`config.mk`:
```
export PLATFORM = sky130hd
export DESIGN_NAME = mmio_arbiter_flat
export DESIGN_NICKNAME = d
export VERILOG_FILES = /design/src/rtl/mmio_arbiter_if.sv /design/src/rtl/mmio_arbiter.sv /design/src/flat_wrapper.sv
export SDC_FILE = /design/constraint.sdc
export NUM_CORES = 1
export LEC_CHECK = 0
export CAP_MARGIN = 20
export CORE_AREA = 2 2 133 135
export CTS_CLUSTER_DIAMETER = 100
export DETAILED_ROUTE_END_ITERATION = 16
export DIE_AREA = 0 0 135 137
export DONT_BUFFER_PORTS = 1
export GPL_ROUTABILITY_DRIVEN = 0
export MAX_ROUTING_LAYER = met4
export PLACE_DENSITY_LB_ADDON = 0.25
export SLEW_MARGIN = 20
export SYNTH_ARGS = -nofsm -noshare
export SYNTH_HDL_FRONTEND = slang
export SYNTH_SLANG_ARGS = --single-unit
```
`constraint.sdc`:
```
create_clock -name clock -period 4.6 [get_ports clock]
set_input_delay 0.46 -clock clock [delete_from_list [all_inputs] [get_ports clock]]
set_output_delay 0.46 -clock clock [all_outputs]
set_load 0.03 [all_outputs]
```
`src/rtl/mmio_arbiter_if.sv`:
```
// Signal bundle of the MMIO arbiter: per-master request side plus the shared MMIO bus.
// The slave modport is the arbiter's view; master is the environment (requesters and MMIO target).
interface mmio_arbiter_if #(
  parameter int NUM_MASTERS = 4
);
  logic [NUM_MASTERS-1:0]       m_req;
  logic [NUM_MASTERS-1:0][20:0] m_address;
  logic [NUM_MASTERS-1:0][31:0] m_write_data;
  logic [NUM_MASTERS-1:0]       m_write;
  logic [NUM_MASTERS-1:0]       m_ack;
  logic [31:0]                  m_read_data;

  logic                         mmio_cs;
  logic [20:0]                  mmio_address;
  logic [31:0]                  mmio_write_data;
  logic                         mmio_write;
  logic                         mmio_read;
  logic [31:0]                  mmio_read_data;

  modport slave (
    input  m_req, m_address, m_write_data, m_write, mmio_read_data,
    output m_ack, m_read_data, mmio_cs, mmio_address, mmio_write_data, mmio_write, mmio_read
  );

  modport master (
    output m_req, m_address, m_write_data, m_write, mmio_read_data,
    input  m_ack, m_read_data, mmio_cs, mmio_address, mmio_write_data, mmio_write, mmio_read
  );
endinterface

```
`src/rtl/mmio_arbiter.sv`:
```
// Round-robin arbiter sharing one MMIO bus among NUM_MASTERS requesters.
// Each transaction runs IDLE -> ISSUE -> ACK with every output registered.
module mmio_arbiter #(
  parameter int NUM_MASTERS = 4
) (
  input  logic          clock,
  input  logic          reset,
  mmio_arbiter_if.slave bus,
  output logic          busy
);

  localparam int IDX_W = $clog2(NUM_MASTERS);

  typedef enum logic [1:0] {IDLE, ISSUE, ACK} state_t;

  state_t                 state;
  logic [IDX_W-1:0]       last_grant;
  logic [IDX_W-1:0]       grant_idx;
  logic [IDX_W-1:0]       next_idx;
  logic                   grant_found;
  int                     cand;

  logic                   cs_q;
  logic                   write_q;
  logic                   read_q;
  logic [20:0]            address_q;
  logic [31:0]            write_data_q;
  logic [NUM_MASTERS-1:0] ack_q;
  logic [31:0]            read_data_q;

  // Scan upward from the master after the last grant, wrapping around.
  always_comb begin
    grant_found = 1'b0;
    next_idx    = last_grant;
    cand        = 0;
    for (int k = 1; k <= NUM_MASTERS; k++) begin
      cand = int'(last_grant) + k;
      if (cand >= NUM_MASTERS) cand = cand - NUM_MASTERS;
      if (!grant_found && bus.m_req[IDX_W'(cand)]) begin
        grant_found = 1'b1;
        next_idx    = IDX_W'(cand);
      end
    end
  end

  always_ff @(posedge clock or negedge reset) begin
    if (!reset) begin
      state        <= IDLE;
      last_grant   <= IDX_W'(NUM_MASTERS - 1);
      grant_idx    <= '0;
      busy         <= 1'b0;
      cs_q         <= 1'b0;
      write_q      <= 1'b0;
      read_q       <= 1'b0;
      address_q    <= '0;
      write_data_q <= '0;
      ack_q        <= '0;
      read_data_q  <= '0;
    end else begin
      case (state)
        IDLE: begin
          if (grant_found) begin
            state        <= ISSUE;
            busy         <= 1'b1;
            cs_q         <= 1'b1;
            write_q      <= bus.m_write[next_idx];
            read_q       <= !bus.m_write[next_idx];
            address_q    <= bus.m_address[next_idx];
            write_data_q <= bus.m_write_data[next_idx];
            grant_idx    <= next_idx;
            last_grant   <= next_idx;
          end
        end
        ISSUE: begin
          state        <= ACK;
          cs_q         <= 1'b0;
          write_q      <= 1'b0;
          read_q       <= 1'b0;
          address_q    <= '0;
          write_data_q <= '0;
          read_data_q  <= read_q ? bus.mmio_read_data : 32'h0;
          ack_q        <= NUM_MASTERS'(1) << grant_idx;
        end
        ACK: begin
          // No arbitration here, so a master still holding m_req during its ack is not re-granted.
          state       <= IDLE;
          busy        <= 1'b0;
          ack_q       <= '0;
          read_data_q <= '0;
        end
        default: state <= IDLE;
      endcase
    end
  end

  assign bus.mmio_cs         = cs_q;
  assign bus.mmio_write      = write_q;
  assign bus.mmio_read       = read_q;
  assign bus.mmio_address    = address_q;
  assign bus.mmio_write_data = write_data_q;
  assign bus.m_ack           = ack_q;
  assign bus.m_read_data     = read_data_q;

endmodule

```
`src/flat_wrapper.sv`:
```
// flat-port wrapper written by rule: the top's interface ports become plain ports
module mmio_arbiter_flat 
#(
  parameter int NUM_MASTERS = 4
)
  (clock, reset, busy, bus_m_req, bus_m_address, bus_m_write_data, bus_m_write, bus_mmio_read_data, bus_m_ack, bus_m_read_data, bus_mmio_cs, bus_mmio_address, bus_mmio_write_data, bus_mmio_write, bus_mmio_read);
  mmio_arbiter_if #(.NUM_MASTERS(NUM_MASTERS)) bus_i ();
  input  logic clock;
  input  logic reset;
  output logic busy;
  input wire logic [$bits(bus_i.m_req)-1:0] bus_m_req;
  input wire logic [$bits(bus_i.m_address)-1:0] bus_m_address;
  input wire logic [$bits(bus_i.m_write_data)-1:0] bus_m_write_data;
  input wire logic [$bits(bus_i.m_write)-1:0] bus_m_write;
  input wire logic [$bits(bus_i.mmio_read_data)-1:0] bus_mmio_read_data;
  output wire logic [$bits(bus_i.m_ack)-1:0] bus_m_ack;
  output wire logic [$bits(bus_i.m_read_data)-1:0] bus_m_read_data;
  output wire logic [$bits(bus_i.mmio_cs)-1:0] bus_mmio_cs;
  output wire logic [$bits(bus_i.mmio_address)-1:0] bus_mmio_address;
  output wire logic [$bits(bus_i.mmio_write_data)-1:0] bus_mmio_write_data;
  output wire logic [$bits(bus_i.mmio_write)-1:0] bus_mmio_write;
  output wire logic [$bits(bus_i.mmio_read)-1:0] bus_mmio_read;
  assign bus_i.m_req = bus_m_req;
  assign bus_i.m_address = bus_m_address;
  assign bus_i.m_write_data = bus_m_write_data;
  assign bus_i.m_write = bus_m_write;
  assign bus_i.mmio_read_data = bus_mmio_read_data;
  assign bus_m_ack = bus_i.m_ack;
  assign bus_m_read_data = bus_i.m_read_data;
  assign bus_mmio_cs = bus_i.mmio_cs;
  assign bus_mmio_address = bus_i.mmio_address;
  assign bus_mmio_write_data = bus_i.mmio_write_data;
  assign bus_mmio_write = bus_i.mmio_write;
  assign bus_mmio_read = bus_i.mmio_read;
  mmio_arbiter #(.NUM_MASTERS(NUM_MASTERS)) u_core (.clock(clock), .reset(reset), .bus(bus_i), .busy(busy));
endmodule
```
==> impl_metrics.tcl <==
set metrics [dict create \
    crit_path_max_fanout 45 \
    die_area_sq_mm 0.0185 \
    start_util 0.336 \
    ys_warn_count 0 \
    layout_setup_ws_ns 1.92 \
    synth_area_leaders "dfrtp_1 42%, mux2i_1 19%, o221ai_2 13%" \
    yosys.cell_types.count 40 \
    stdcell_area_sq_mm 0.00608 \
    track_usage 0.161 \
    io_buffers 0 \
    die_h_um 137 \
    cts_buffer_depth 2 \
    comb_power_share 0.405 \
    setup_tns_ns 0 \
    startpoint_type "flop" \
    insertion_delay_ns 0.35 \
    cp.required_ns 4.77 \
    cp_slowest_cell "buf_4" \
    setup_violations 0 \
    drc_errors 0 \
    htree_num_levels 3 \
    yosys_register_bits 99 \
    synth-async-reset-ratio 1.00 \
    core.rowCount 48 \
    synth_edf_count 0 \
    synth_area_leader_cell "dfrtp_1" \
    fill_cells 1691 \
    place_ws_ns 1.79 \
    p_leak_nw 2.68 \
    cts_setup_buffers 0 \
    fin_worst_skew_ns 0.0125 \
    numCtsBuffers 9 \
    insertedDiodeCount 0 \
    place_area_sq_mm 0.00574 \
    root_buffer "clkbuf_16" \
    grt_max_degree 100 \
    area_delta_synth_final_pct 6.16 \
    first_global_vias 3905 \
    worst-path-buf-inv 1 \
    cp-end-kind "flop" \
    wl_per_cell_um 20.9 \
    hold_violations 0 \
    crit_chain "nand2b_1, nor2_2, o31ai_4, buf_4, o221ai_1" \
    drive_gt1_frac 0.163 \
    cap_viol_max_count 0 \
    hold_path.class "in2async" \
    critPathTopFamily "compound AO/OA/AOI/OAI gates" \
    rsz0062_at_grt "false" \
    path_clk_slew_ns 0.07 \
    slowest_delay_ns 0.76 \
    relSlewSlack 0.344 \
    share_seq_of_total_power 0.440 \
    antenna_found_initial 0 \
    synth.avg_cell_area_sq_um 11.2 \
    avgViaCountPerCell 5.33 \
    core-area_sq_mm 0.0171 \
    io_pins 347 \
    internal-power_w 0.00254 \
    drt_first_pass_iters 4 \
    synthFlopType "dfrtp_1" \
    worstPathArrival_ns 2.85 \
    drt-initial-drc-count 121 \
    globalRouteOverflowTotal 0 \
    synth_top_cells_by_count "109 x mux2i_1, 97 x dfrtp_1, 96 x nand2_1, 50 x o221ai_2, 42 x inv_1" \
    yosysMostFrequentCell "mux2i_1" \
    period_needed_ns 2.68 \
    hold_buffers 1 \
    syn_inst 512 \
    vias 3856 \
    syn_nets 770 \
    fmax_mhz 373 \
    final_max_slew_viol_count 0 \
    outcome "finished, final reports clean" \
    grt_pass1_wl_um 21600 \
    yosysSeqAreaShare 0.433 \
    irDropWorstVdd_uv 352 \
    crit_type "reg2reg" \
    finalNetCount 751 \
    clkPwrFrac 0.155 \
    synth_area_sq_mm 0.00573 \
    p_per_area_mw_per_mm2 829 \
    dp_hpwl_um 11300 \
    wirelength_um 15100 \
    synth_top_area_share 0.424 \
    worst_pin_slew_ns 0.984 \
    swShare 0.497 \
    ant_nets 0 \
    cts_tree "done" \
    die_w_um 135 \
    cts.sinks 99 \
    p_sw_w 0.00251 \
    period_share 0.583 \
    ctsResizeCount 0 \
]
[final timing paths]
kind / start / end / slack, ns / cells after the start
setup reg to reg: u_core.last_grant[0] / u_core.bus.mmio_write_data[0] / 1.92 / 5
max in group asynchronous: reset / u_core.bus.mmio_write_data[31] / 4.17 / 1
hold / removal: reset / u_core.bus.m_read_data[29] / 0.03 / 1
setup / recovery: u_core.last_grant[0] / u_core.bus.mmio_write_data[0] / 1.92 / 5
min in group clock: bus_mmio_read_data[30] / u_core.bus.m_read_data[30] / 0.23 / 2
hold reg to reg: u_core.last_grant[0] / u_core.last_grant[0] / 0.50 / 2
[flip-flops by register name, indices dropped and copies added, names as in the netlist, 2 cells and up]
name and flops:
u_core.bus.m_ack 4, u_core.bus.m_read_data 32, u_core.bus.mmio_address 21, u_core.bus.mmio_write_data 32, u_core.grant_idx 2, u_core.last_grant 2
u_core.state 2
[power groups by stage]
stage	clock network (W)	logic, W	registers (W)
final	0.000780	0.00204	0.00222
after floorplan	0	0.00193	0.00211
after CTS	0.000810	0.00210	0.00223
after global routing	0.000850	0.00229	0.00227
after detailed placement	0	0.00209	0.00223
after global placement	0	0.00201	0.00224
[layout by cell type, fill, tap and decap left out, types with 3 or more instances in the layout]
master,count
clkbuf_16,9
o221ai_2,50
o221ai_1,3
mux2i_1,109
dfrtp_1,97
inv_1,42
o21ai_0,39
ha_1,4
nand2_1,96
buf_4,3
nand2b_1,4
[cell type report]
| type | count | area (sq um) | area share |
|---|---|---|---|
| clock inverter | 3 | 46.3 | 0.00761 |
| multi-input combinational | 336 | 2790 | 0.459 |
| timing repair buffer | 5 | 61.3 | 0.0101 |
| tap | 225 | 282 | 0.0463 |
| inverter | 42 | 158 | 0.0259 |
| clock buffer | 13 | 260 | 0.0428 |
| sequential | 99 | 2480 | 0.408 |
[per-layer routing]
metal,vias to the layer above,share of wire,track usage
met5,-,0,-
li1,1799,-,-
met3,11,0.095,0.0556
met4,0,0.013,0.0538
met2,194,0.50,0.270
met1,1852,0.39,0.180
[metrics by stage]
step | instances | hold WS [ns] | utilization | power (W)
2_1_floorplan | 512 | 0.164 | - | 0.00403
3_5_place_dp | 706 | 0.167 | 0.336 | 0.00432
5_1_grt | 723 | 0.0602 | 0.356 | 0.00540
6_report | 723 | 0.0345 | 0.356 | 0.00504
4_1_cts | 723 | 0.0566 | 0.356 | 0.00514
3_3_place_gp | 706 | 0.167 | 0.336 | 0.00425
[cells by family (layout without fill, tap and decap cells)]
group / after synthesis / count (layout) / share of synthesized area
and+or+nand+nor: 113 / 113 / 0.0852
muxes: 110 / 110 / 0.192
AOI/OAI and AO/OA: 109 / 109 / 0.198
DFF: 99 / 99 / 0.433
buffers and inverters: 77 / 63 / 0.0830
adders and majority gates: 4 / 4 / 0.00874
No activity file was read; power rests on OpenSTA's default activity.
==> patch 1: new RTL, config.mk and constraints unchanged <==
`NUM_MASTERS` is set to 4 in 3 places; all go to 2.
--- a/src/rtl/mmio_arbiter_if.sv
+++ b/src/rtl/mmio_arbiter_if.sv
@@ -1,7 +1,7 @@
 // Signal bundle of the MMIO arbiter: per-master request side plus the shared MMIO bus.
 // The slave modport is the arbiter's view; master is the environment (requesters and MMIO target).
 interface mmio_arbiter_if #(
-  parameter int NUM_MASTERS = 4
+  parameter int NUM_MASTERS = 2
 );
   logic [NUM_MASTERS-1:0]       m_req;
   logic [NUM_MASTERS-1:0][20:0] m_address;
--- a/src/rtl/mmio_arbiter.sv
+++ b/src/rtl/mmio_arbiter.sv
@@ -1,7 +1,7 @@
 // Round-robin arbiter sharing one MMIO bus among NUM_MASTERS requesters.
 // Each transaction runs IDLE -> ISSUE -> ACK with every output registered.
 module mmio_arbiter #(
-  parameter int NUM_MASTERS = 4
+  parameter int NUM_MASTERS = 2
 ) (
   input  logic          clock,
   input  logic          reset,
--- a/src/flat_wrapper.sv
+++ b/src/flat_wrapper.sv
@@ -1,7 +1,7 @@
 // flat-port wrapper written by rule: the top's interface ports become plain ports
 module mmio_arbiter_flat 
 #(
-  parameter int NUM_MASTERS = 4
+  parameter int NUM_MASTERS = 2
 )
   (clock, reset, busy, bus_m_req, bus_m_address, bus_m_write_data, bus_m_write, bus_mmio_read_data, bus_m_ack, bus_m_read_data, bus_mmio_cs, bus_mmio_address, bus_mmio_write_data, bus_mmio_write, bus_mmio_read);
   mmio_arbiter_if #(.NUM_MASTERS(NUM_MASTERS)) bus_i ();
Ports: changed (5 resized); port bits go from 347 to 235. The function was not compared with the original's and may differ.
==> patch 1 against the unedited design <==
- wire length down 34%
- power down 19%
- clock skew down 0.0040 ns
- sequential cell count down 4
- via count down 27%
- worst hold slack better by 0.0054 ns
- worst setup slack better by 0.24 ns
- sequential share of layout area up 10 points
- cell area down 23%
- area after synthesis down 26%
- critical endpoint is now u_core.bus.m_read_data[21]
- highest routed layer unchanged
==> patch 1: results (changes against the unedited design) <==
| Metric | Value |
|---|---|
| Status | finished clean |
| Global-route met1 utilization | 12.7% (-5.3 points) |
| Area after DPL | 0.00437 mm^2 (-24%) |
| Largest net degree at the start of global routing | 96 (-4.0%) |
| Metal1 wirelength | 4040 um (-31%) |
| Syn nets | 561 (-27%) |
| Mux share of post-synthesis cell area | 13.8% (-5.5 points) |
| FF/Latch Area | 0.00238 mm^2 (-4.1%) |
| VDD IR-drop max | 0.000304 V (-14%) |
| Adder-Cell Fraction of Synth Area | 1.78% (+0.90 points) |
| Vias in the first global route | 2748 (-30%) |
| Clock sinks | 95 (-4.0%) |
| Post-Synth XOR/XNOR Area | 0.859% (+0.86 points) |
| Largest cells by area after synthesis | dfrtp_1 (56%), mux2i_1 (14%), nand2_1 (8.1%) |
| # fillers | 1795 (+6.2%) |
| Multi-input gate count | 254 (-24%) |
| GRT Total Usage | 10.8% (-5.3 points) |
| Synth Area in Compound Gates | 11.2% (-8.6 points) |
| First-pass GRT wire length | 14900 um (-31%) |
| Final nets | 552 (-26%) |
| Crit Path Max Fanout | 36 (-20%) |
| Layout cell share with drive strength beyond 1 | 5.90% (-10 points) |
| Top post-synthesis cells by count | dfrtp_1 (94), nand2_1 (91), mux2i_1 (57) |
| Buffer share of cell area | 1.31% (+0.30 points) |
| Synth unique cells | 22 (-45%) |
| Final instance area | 0.00468 mm^2 (-23%) |
[patch 1: per-stage QoR]
step                util [%]  total power, W  instances  setup WS, ns
global route            27.5         0.00437        632          1.84
floorplan                  -         0.00317        411          2.90
global placement        25.6         0.00338        614          1.78
detailed placement      25.6         0.00343        614          1.71
finish                  27.5         0.00409        632          2.15
CTS                     27.4         0.00416        631          1.70
[patch 1: path summary, 6_finish.rpt]
check,endpoint,from,slack (ns),cells past startpoint
worst min register to register,u_core.grant_idx,u_core.grant_idx,0.50,2
min in group clock,u_core.bus.m_read_data[4],bus_mmio_read_data[4],0.24,2
worst min-delay path,u_core.bus.m_read_data[19],reset,0.04,1
worst max register to register,u_core.bus.m_read_data[21],u_core.state[1],2.15,5
max in group asynchronous,u_core.last_grant,reset,4.19,1
worst max-delay path,u_core.bus.m_read_data[21],u_core.state[1],2.15,5
[patch 1: worst max-delay path: stages (launching register included)]
cell and delay, ns:
dfrtp_1 0.37, inv_1 0.11, ha_1 0.92, and3b_2 0.71
nand2_1 0.11, o21ai_0 0.10
==> patch 2: new RTL, config.mk and constraints unchanged <==
Made on the original files. Encoding of `state_t`: now one-hot (3 bits for 3 states).
--- a/src/rtl/mmio_arbiter.sv
+++ b/src/rtl/mmio_arbiter.sv
@@ -11,7 +11,7 @@
 
   localparam int IDX_W = $clog2(NUM_MASTERS);
 
-  typedef enum logic [1:0] {IDLE, ISSUE, ACK} state_t;
+  typedef enum logic [2:0] {IDLE = 3'b001, ISSUE = 3'b010, ACK = 3'b100} state_t;
 
   state_t                 state;
   logic [IDX_W-1:0]       last_grant;
Function: same outputs for any inputs over 4 cycles, from zero or initial values and one cycle with reset low; so few cycles prove little.
==> patch 2 against the unedited design <==
- critical path depth is 1 higher
- worst setup slack worse by 0.20 ns
- cell area is 1.3% higher
- area after synthesis is 0.22% higher
- fmax is 7.0% lower
- clock power is 1% higher
- first-iteration DRC count is 83% higher
- power is 6.7% higher
- cell count is 1.5% lower
- wire length is 18% higher
- sequential share of layout area is 0.096 points lower
- sequential cell count is 1 higher
- utilization is 0.46 points higher
- largest power group unchanged
==> patch 2: results (changes against the unedited design) <==
| Metric | Value |
|---|---|
| CTS Buf Count | 9 (unchanged) |
| Sequential Power Share | 44.6% (+0.6 points) |
| Seq/Total Area, Yosys | 43.7% (+0.36 points) |
| Post-DR wirelength/cell | 24.9 um (+20%) |
| Mux share of post-synthesis cell area | 14.0% (-5.3 points) |
| First-pass GRT wire length | 25300 um (+17%) |
| Largest net degree at the start of global routing | 101 (+1.0%) |
| DRT Wirelength | 17800 um (+18%) |
| Largest cells by area after synthesis | dfrtp_1 (42%), mux2_4 (13%), a221o_1 (9.6%) |
| Max clock buf depth | 2 (unchanged) |
| Layout cell share with drive strength beyond 1 | 20.8% (+4.5 points) |
| Area after DPL | 0.00582 mm^2 (+1.4%) |
| Hold/Removal Path Class | primary input to asynchronous set/reset pin |
| Post-Synth XOR/XNOR Area | 0.153% (+0.15 points) |
| Synth Area in Compound Gates | 27.6% (+7.8 points) |
| Syn nets | 771 (+0.13%) |
| Combinational share of power | 40.7% (+0.2 points) |
| Post-DP HPWL | 12700 um (+12%) |
| Fin Clk Skew | 0.0111 ns (-0.00144 ns) |
| Syn Inst Count | 517 (+0.98%) |
| Switching pwr | 0.00262 W (+4.5%) |
| GRT Total Usage | 18.3% (+2.2 points) |
| DRT iter0 DRCs | 222 (+83%) |
| Synth unique cells | 44 (+10%) |
| VDD IR-drop max | 0.000322 V (-8.7%) |
| Main flop type after synthesis | dfrtp_1 |
| Adder-Cell Fraction of Synth Area | 0% (-0.87 points) |
| DP Worst Slack | 1.71 ns (-0.0815 ns) |
| Clk slew on worst S/H paths | 0.07 ns (about the same) |
| P_int | 0.00276 W (+8.9%) |
| Ys async rst share | 100% (unchanged) |
| Top post-synthesis cells by count | dfrtp_1 (97), a21oi_1 (55), a221o_1 (55) |
| Crit Path Max Fanout | 33 (-27%) |
| Initial antenna violation count | 1 (+1) |
| Cells after DPL | 694 (-1.7%) |
| Slowest-stage cell, CP | dfstp_2 |
| Status | finished clean |
| RR Startpoint | u_core.last_grant[1] |
| Vias/cell | 6.36 (+19%) |
| R2r endpoint | u_core.bus.mmio_write_data[3] |
| WS Path Type | flip-flop to flip-flop |
| Vias in the first global route | 4378 (+12%) |
| Worst-Margin Slew | 1.03 ns (+0.0499 ns) |
| Final nets | 735 (-2.1%) |
| CP arrival | 3.12 ns (+0.27 ns) |
| CP max stage delay | 0.65 ns (-0.11 ns) |
| # fillers | 1697 (+0.35%) |
| Worst r2r path cells | 6 (+1) |
| Post-route minimum period | 2.89 ns (+0.203 ns) |
| LEAKAGE | 2.65 nW (-0.86%) |
patch 2: cell count changes after synthesis, moves of 32 or more:
cell	unedited run	this run
a221o_1	0	55
mux2i_1	109	1
nand3_1	0	33
a22o_1	0	32
a21oi_1	2	55
mux2_4	0	49
o221ai_2	50	0
inv_1	42	2
nand2_1	96	6
patch 2: routing by layer:
metal	vias to the layer above	wire (um)	global-route usage (%)
met5	-	0	-
met4	0	563	8.45
met3	36	1590	3.89
met2	281	8740	29.9
met1	2231	6880	21.7
li1	1980	-	-
patch 2: worst min path at each step:
stage / startpoint / to / slack [ns] / cells after the start
4_1_cts: reset / u_core.bus.mmio_address[10] / 0.06 / 1
3_3_place_gp: reset / u_core.bus.m_read_data[16] / 0.17 / 0
5_1_grt: reset / u_core.bus.m_read_data[25] / 0.07 / 1
6_report: reset / u_core.bus.m_read_data[25] / 0.03 / 1
3_5_place_dp: reset / u_core.bus.m_read_data[25] / 0.17 / 0
2_1_floorplan: reset / u_core.bus.m_ack[0] / 0.16 / 0
patch 2: worst max-delay path: cells and delay by family, from the launching register on:
family / cells / cell delay (ns)
AOI/OAI and AO/OA: 2 / 0.54
buffers and inverters: 1 / 0.34
DFF: 1 / 0.65
and+or+nand+nor: 3 / 1.23
patch 2: cell type report:
cell class	count	area [um^2]	area share [%]
Clock buffer	10	239	3.88
Antenna cell	1	2.50	0.0406
Multi-Input combinational cell	355	2940	47.7
Clock inverter	6	68.8	1.12
Inverter	3	11.3	0.183
Tap cell	225	282	4.57
Sequential cell	100	2510	40.7
Timing Repair Buffer	12	110	1.79
patch 2: repair_timing:
| item | 4_1_cts | 5_1_grt |
|---|---|---|
| gates resized for setup | 0 | 0 |
| endpoints found under the hold margin | 100 | 0 |
| hold buffers | 1 | 0 |
